File: src/rtl/disp_param_scheduler.sv
// Chooses which wave-generator parameter the 4-digit display shows: home view,
// manual stepping via next_btn, or a blinking hold after a parameter change.
module disp_param_scheduler #(
    parameter int unsigned HOLD_CYCLES  = 300_000_000,
    parameter int unsigned BLINK_CYCLES = 25_000_000,
    parameter int unsigned HOME_MODE    = 0
) (
    input  logic        clk,
    input  logic        rst,
    input  logic [15:0] freq_val,
    input  logic [15:0] phase_val,
    input  logic [15:0] duty_val,
    input  logic [15:0] swp_rng_val,
    input  logic [15:0] swp_spd_val,
    input  logic [4:0]  chg,
    input  logic        next_btn,
    input  logic        auto_return,
    output logic [15:0] disp_value,
    output logic [3:0]  disp_mode,
    output logic        blank,
    output logic        upd
);

    generate
        if (HOLD_CYCLES < 2) begin : g_bad_hold
            $error("HOLD_CYCLES must be at least 2");
        end
        if (BLINK_CYCLES < 2) begin : g_bad_blink
            $error("BLINK_CYCLES must be at least 2");
        end
        if (HOME_MODE > 4) begin : g_bad_home
            $error("HOME_MODE must be in 0..4");
        end
    endgenerate

    typedef enum logic [1:0] {ST_HOME, ST_MANUAL, ST_HOLD} state_t;

    localparam logic [3:0]  HOME_IDX   = 4'(HOME_MODE);
    localparam logic [31:0] HOLD_LAST  = 32'(HOLD_CYCLES - 1);
    localparam logic [31:0] BLINK_LAST = 32'(BLINK_CYCLES - 1);

    state_t      state, state_n;
    logic [3:0]  mode_n;
    logic [3:0]  step_mode;
    logic [31:0] timer, timer_n;
    logic [31:0] blink_cnt, blink_cnt_n;
    logic        blank_n;
    logic [15:0] value_n;

    // Lowest set bit wins, so frequency changes take precedence.
    function automatic logic [3:0] lowest_index(input logic [4:0] v);
        lowest_index = 4'd0;
        for (int i = 4; i >= 0; i--) begin
            if (v[i]) lowest_index = 4'(i);
        end
    endfunction

    always_comb begin
        state_n     = state;
        mode_n      = disp_mode;
        timer_n     = timer;
        blink_cnt_n = '0;
        blank_n     = 1'b0;
        step_mode   = (disp_mode == 4'd4) ? 4'd0 : disp_mode + 4'd1;

        if (chg != 5'd0) begin
            state_n = ST_HOLD;
            mode_n  = lowest_index(chg);
            timer_n = '0;
        end else if (next_btn) begin
            mode_n  = step_mode;
            state_n = (step_mode == HOME_IDX) ? ST_HOME : ST_MANUAL;
            timer_n = '0;
        end else begin
            case (state)
                ST_HOLD: begin
                    if (timer == HOLD_LAST) begin
                        state_n = ST_HOME;
                        mode_n  = HOME_IDX;
                        timer_n = '0;
                    end else begin
                        timer_n = timer + 32'd1;
                        blank_n = blank;
                        if (blink_cnt == BLINK_LAST) begin
                            blank_n = ~blank;
                        end else begin
                            blink_cnt_n = blink_cnt + 32'd1;
                        end
                    end
                end
                ST_MANUAL: begin
                    if (!auto_return) begin
                        timer_n = '0;
                    end else if (timer == HOLD_LAST) begin
                        state_n = ST_HOME;
                        mode_n  = HOME_IDX;
                        timer_n = '0;
                    end else begin
                        timer_n = timer + 32'd1;
                    end
                end
                default: timer_n = '0;
            endcase
        end
    end

    // Value follows the mode being entered, so it lines up with disp_mode.
    always_comb begin
        case (mode_n)
            4'd0:    value_n = freq_val;
            4'd1:    value_n = phase_val;
            4'd2:    value_n = duty_val;
            4'd3:    value_n = swp_rng_val;
            default: value_n = swp_spd_val;
        endcase
    end

    always_ff @(posedge clk or posedge rst) begin
        if (rst) begin
            state      <= ST_HOME;
            disp_mode  <= HOME_IDX;
            disp_value <= '0;
            blank      <= 1'b0;
            upd        <= 1'b0;
            timer      <= '0;
            blink_cnt  <= '0;
        end else begin
            state      <= state_n;
            disp_mode  <= mode_n;
            disp_value <= value_n;
            blank      <= blank_n;
            upd        <= (mode_n != disp_mode);
            timer      <= timer_n;
            blink_cnt  <= blink_cnt_n;
        end
    end

endmodule

File: config.mk
export PLATFORM = sky130hd
export DESIGN_NAME = disp_param_scheduler
export DESIGN_NICKNAME = d
export VERILOG_FILES = /design/src/rtl/disp_param_scheduler.sv
export SDC_FILE = /design/constraint.sdc
export NUM_CORES = 1
export LEC_CHECK = 0
export CORE_AREA = 5 5 103 105
export DETAILED_ROUTE_END_ITERATION = 12
export DIE_AREA = 0 0 108 110
export PLACE_DENSITY = 0.85
export REMOVE_ABC_BUFFERS = 1
export SLEW_MARGIN = 20
export SYNTH_ARGS = -nofsm -noshare
export SYNTH_HDL_FRONTEND = slang
export SYNTH_SLANG_ARGS = --single-unit
File: constraint.sdc
create_clock -name clk -period 4.9 [get_ports clk]
set_input_delay 0.735 -clock clk [delete_from_list [all_inputs] [get_ports clk]]
set_output_delay 0.735 -clock clk [all_outputs]
set_load 0.005 [all_outputs]
==> out/qor.yml, run 1 <==
global_routing:
  overflow: 0
  grt_pass1_wl_um: 22100
  antenna_found_initial: 0
  grt.total_usage_pct: 23.2
  grt_pass1_vias: 4688
  grt_max_degree: 57
synth:
  syn_area_mm2: 0.00522
  synthTopCellsByArea: "dfrtp_1 (42%), a211oi_1 (9.5%), nor2_1 (6.2%)"
  postSynthCellCount: 584
  synthDistinctLibCells: 53
  yosys.area.top_type_share_pct: 42.2
  syn_avg_cell_area_um2: 8.94
  yosysWarningCount: 0
  ys_ff_latch: 88
  synth_largest_area_cell: "dfrtp_1"
  synthMostInstantiatedCell: "dfrtp_1"
  ys_top_cells_by_count: "dfrtp_1 (88), nor2_1 (86), a211oi_1 (66)"
  synth_flop_cell: "dfrtp_1"
  async_flop_share_pct: 100
  synth_edf_count: 0
  yosysSeqAreaShare_pct: 42.2
timing:
  timing.fmax_ghz: 0.276
  finalSetupViolCount: 0
  fin_worst_skew_ns: 0.0131
  rsz0062_at_grt: "no"
  final.setup.tns_ns: 0
  hold_violations: 0
  maxSlewHeadroom_pct: 30.9
  post-route-period-util_pct: 73.8
  worstMarginPinSlew_ns: 1.04
  fin_ws_ns: 1.28
  drv_slew: 0
  fin_crit_ns: 3.62
final_layout:
  fin_nets: 774
  fin_area_mm2: 0.00659
  areaGrowthSynthToFinish_pct: 26.1
  num_antenna_cells: 0
  drive_gt1_share_pct: 5.42
worst_setup_path:
  crit-reg2reg-launch: "timer[0]$_DFF_PP0_"
  worstPathRequired_ns: 5.12
  cp.arrival_ns: 3.84
  r2r_end: "disp_value[11]$_DFF_PP0_"
  path_delay_family: "simple AND/OR/NAND/NOR gates"
  path_cells: "clkdlybuf4s50_1 > nor4_1 > nand2_1 > o311a_1 > nor2_4 > inv_2 > xnor2_1 > or4_1"
  slowest_delay_ns: 0.65
  regToRegSetupSlack_ns: 1.60
  cp_slowest_cell: "nor4_1"
  cp_num_buf_inv: 2
  path_max_fanout: 18
  crit_path_start: "chg[0]"
  cp-end-kind: "flip-flop"
  reg2regPathDepth: 8
  cp-start-kind: "input pin"
  path_class: "in2reg"
cts:
  htreeDepth: 3
  cts_made_buffers: 9
  cts-root-buf: "clkbuf_8"
  cts_setup_buffers: 0
  hold_buffers: 0
  cts.clk_slew.worst_paths_ns: 0.08
  cts_tree: "done"
  cts.repair.resized: 0
  clk_latency_ns: 0.36
  clkSinkCount: 88
  cts_max_path_buffers: 2
die:
  start_util_pct: 54.7
  die_y_um: 110
  ios: 111
  core_region_area_mm2: 0.00955
  die_area_mm2: 0.0119
  die_w_um: 108
  rows: 36
routing:
  wire_per_inst_um: 16.4
  drtPass1Iterations: 5
  drc: 0
  drt_iter0_drc: 305
  vias: 4735
  via_per_inst: 5.80
  ant_nets: 0
  routed_wl_um: 13400
power:
  power_density_mw_per_mm2: 227
  p_leak_nw: 2.62
  peakVddDrop_mv: 0.147
run:
  drv_cap: 0
placed_design:
  place_area_mm2: 0.00639
  routabilityCongestion: 0.945
  place_ws_ns: 0.972
  hpwl_um: 9850
  io_buffers: 110
worst_hold_path:
  holdCritPathClass: "reg2reg"
  worstHoldEndpoint: "blink_cnt[0]$_DFF_PP0_"
  min_from: "blink_cnt[0]$_DFF_PP0_"
  min_path_cells: 1
run_status:
  status: "finished clean"
==> flip-flops by register name, summed over array words and instances (netlist names) <==
register / cells
blank: 1
timer: 32
state: 2
upd: 1
disp_value: 16
disp_mode: 4
blink_cnt: 32
==> routing by layer <==
metal  vias to the layer above  global-route usage, %  part of all wire (%)  wire length [µm]
li1                       2246                      -                     -                 -
met2                       196                   40.4                    50              6740
met1                      2268                   28.7                    40              5380
met3                        25                   5.47                   7.5              1010
met4                         0                   7.39                   1.9               256
met5                         -                      0                     0                 0
==> worst max-delay path by stage <==
stage,to,slack (ns),cells past startpoint
2_1_floorplan,upd$_DFF_PP0_,0.97,6
3_3_place_gp,upd$_DFF_PP0_,1.08,8
3_5_place_dp,upd$_DFF_PP0_,0.97,8
4_1_cts,upd$_DFF_PP0_,1.34,8
5_1_grt,disp_value[6]$_DFF_PP0_,1.09,7
6_report,upd$_DFF_PP0_,1.28,8
==> power by group <==
part	internal, mW	switching (mW)	leakage [nW]	total [mW]
Clock	0.247	0.248	0.0925	0.494
Combinational	0.138	0.102	1.34	0.240
Sequential	0.747	0.0115	1.18	0.758
==> kinds of logic after synthesis <==
logic type	count (synthesis)	synth area share (%)
simple gates	220	21.3
compound gates	123	17.8
flops	88	42.2
buf+inv	85	6.83
xor+xnor	61	10.2
fa+ha+maj	6	1.44
mux	1	0.192
==> per-stage QoR <==
stage,std cells,hold WS (ns),utilization [%],total power [mW]
2_1_floorplan,552,0.455,-,0.862
3_3_place_gp,801,0.468,66.9,1.01
3_5_place_dp,801,0.491,66.9,1.01
4_1_cts,816,0.502,68.9,1.50
5_1_grt,816,0.531,69.0,1.56
6_report,816,0.498,69.0,1.49
==> final cells by class <==
class	instances	area (µm²)
fill	742	2960
multi-input combinational	411	2680
sequential	88	2200
timing repair buffer	116	1150
inverter	53	201
tap	133	166
clock buffer	12	145
clock inverter	3	42.5
==> layout by cell type, fill, tap and decap left out, drive strengths merged, types with 3 or more instances in the layout <==
cell type / synthesis / final
clkdlybuf4s50: 0 / 110
dfrtp: 88 / 88
nor2: 87 / 87
a211oi: 66 / 66
inv: 52 / 52
xor2: 35 / 35
nand2: 28 / 28
xnor2: 26 / 26
nand3: 23 / 23
nand4: 21 / 21
o21ai: 20 / 20
o31ai: 16 / 16
clkbuf: 26 / 12
and3: 11 / 11
nor4: 8 / 8
nor3: 7 / 7
ha: 6 / 6
buf: 6 / 6
nor4b: 5 / 5
nor2b: 5 / 5
and2: 4 / 4
and4: 4 / 4
or3: 3 / 3
a21oi: 3 / 3
(Power assumes the default switching activity.)
==> run 2: changes to the inputs <==
--- a/config.mk
+++ b/config.mk
@@ -5,10 +5,10 @@
 export SDC_FILE = /design/constraint.sdc
 export NUM_CORES = 1
 export LEC_CHECK = 0
-export CORE_AREA = 5 5 103 105
+export CORE_AREA = 5 5 107 109
 export DETAILED_ROUTE_END_ITERATION = 12
-export DIE_AREA = 0 0 108 110
-export PLACE_DENSITY = 0.85
+export DIE_AREA = 0 0 112 114
+export PLACE_DENSITY = 0.8
 export REMOVE_ABC_BUFFERS = 1
 export SLEW_MARGIN = 20
 export SYNTH_ARGS = -nofsm -noshare
==> constraint.sdc (replaced) <==
create_clock -name clk -period 3.5 [get_ports clk]
set_input_delay 0.525 -clock clk [delete_from_list [all_inputs] [get_ports clk]]
set_output_delay 0.525 -clock clk [all_outputs]
set_load 0.005 [all_outputs]
==> out/qor.yml, run 2 (synthesis results as in run 1) <==
run_status:
  status: "finished clean"
routing:
  wire_per_inst_um: 16.4
  vias: 4713
  ant_nets: 0
  drtPass1Iterations: 5
  routed_wl_um: 13600
  via_per_inst: 5.67
  drt_iter0_drc: 285
  drc: 0
global_routing:
  grt_max_degree: 51
  gr-usage-met3_pct: 4.72
  grt.total_usage_pct: 21.5
  overflow: 0
  antenna_found_initial: 0
  grt-busiest-layer: "met2"
  grt_pass1_wl_um: 22500
  grt_use_met1_pct: 28.4
  grt_pass1_vias: 4700
  gr-usage-met2_pct: 35.5
cts:
  cts.clk_slew.worst_paths_ns: 0.09
  cts-root-buf: "clkbuf_8"
  htreeDepth: 3
  cts_setup_buffers: 0
  hold_buffers: 0
  clkSinkCount: 88
  cts.repair.resized: 0
  cts_max_path_buffers: 2
  cts_made_buffers: 9
  clk_latency_ns: 0.35
  cts_tree: "done"
worst_setup_path:
  worstPathRequired_ns: 3.71
  cp.arrival_ns: 3.19
  regToRegSetupSlack_ns: 0.51
  cp-start-kind: "flip-flop"
  crit-reg2reg-launch: "timer[8]$_DFF_PP0_"
  path_max_fanout: 33
  path_class: "reg2reg"
  reg2regPathDepth: 8
  r2r_end: "disp_value[10]$_DFF_PP0_"
  cp-end-kind: "flip-flop"
final_layout:
  fin_nets: 781
  fin_area_mm2: 0.00671
  num_antenna_cells: 0
  mostFrequentLayoutCell: "clkdlybuf4s50_1"
  areaGrowthSynthToFinish_pct: 28.4
  drive_gt1_share_pct: 6.66
  top_regs: "blink_cnt: 32 flops, timer: 32 flops, disp_value: 16 flops"
  fin_cells: 831
  final_cell_mix: "clkdlybuf4s50_1 (110), dfrtp_1 (88), nor2_1 (85), a211oi_1 (66), inv_1 (50)"
timing:
  timing.hold.ws_ns: 0.492
  finalSetupViolCount: 0
  final.setup.tns_ns: 0
  timing.fmax_ghz: 0.335
  drv_slew: 0
  hold_violations: 0
  fin_crit_ns: 2.99
  fin_worst_skew_ns: 0.0114
  maxSlewHeadroom_pct: 40.9
  post-route-period-util_pct: 85.3
  rsz0062_at_grt: "no"
  worstMarginPinSlew_ns: 0.886
placed_design:
  dp_cells: 815
  routabilityCongestion: 0.915
  io_buffers: 110
  hpwl_um: 10200
  place_area_mm2: 0.00648
run:
  drv_cap: 0
die:
  die_area_mm2: 0.0128
  die_y_um: 114
  rows: 38
  die_w_um: 112
  core_region_area_mm2: 0.0105
  start_util_pct: 49.7
  ios: 111
worst_hold_path:
  min_path_cells: 1
  holdCritPathClass: "reg2reg"
  worstHoldEndpoint: "blink_cnt[0]$_DFF_PP0_"
  min_from: "blink_cnt[0]$_DFF_PP0_"
power:
  power_density_mw_per_mm2: 327
  p_leak_nw: 2.68
  peakVddDrop_mv: 0.209
==> run 2: per-layer routing <==
layer  share of wire [%]  vias up  wire [µm]
met5                   0        -          0
met4                 2.5        0        336
met3                 7.3       27        993
met2                  49      191       6670
met1                  41     2239       5630
li1                    -     2256          -
==> run 2: cell type report <==
cell class / instances / area, µm²
clock buffer: 10 / 138
clock inverter: 6 / 91.3
fill: 818 / 3800
inverter: 53 / 200
multi-input combinational: 411 / 2680
sequential: 88 / 2200
tap: 140 / 175
timing repair buffer: 123 / 1220
==> run 2: per-stage QoR <==
step	power, mW	worst slack (ns)	util (%)
after floorplan	1.21	-0.224	-
after global placement	1.42	0.509	61.6
after detailed placement	1.42	0.454	61.6
after CTS	2.21	0.575	63.8
after global routing	2.29	0.359	63.8
final	2.19	0.515	63.8
==> run 2: report_power, final <==
group          internal, mW  switching, mW  leakage [nW]  total, mW
registers              1.05         0.0159          1.18       1.06
logic                 0.198          0.142          1.39      0.340
clock network         0.426          0.366         0.117      0.791
total                  1.67          0.524          2.68       2.19
==> run 2: worst max path at each step <==
| stage | startpoint | end |
|---|---|---|
| 3_5_place_dp | chg[0] | upd$_DFF_PP0_ |
| 6_report | timer[8]$_DFF_PP0_ | disp_value[10]$_DFF_PP0_ |
| 3_3_place_gp | chg[0] | upd$_DFF_PP0_ |
| 5_1_grt | timer[8]$_DFF_PP0_ | disp_value[10]$_DFF_PP0_ |
| 2_1_floorplan | chg[0] | upd$_DFF_PP0_ |
| 4_1_cts | timer[8]$_DFF_PP0_ | disp_value[10]$_DFF_PP0_ |
==> run 2: critical path, stage by stage (launching register included) <==
cell and delay, ns:
dfrtp_1 0.46, nor4b_1 0.42, nand4_1 0.21, o32a_1 0.46, buf_4 0.27, a21o_1 0.39
buf_12 0.24, a211oi_1 0.29, o31ai_2 0.10
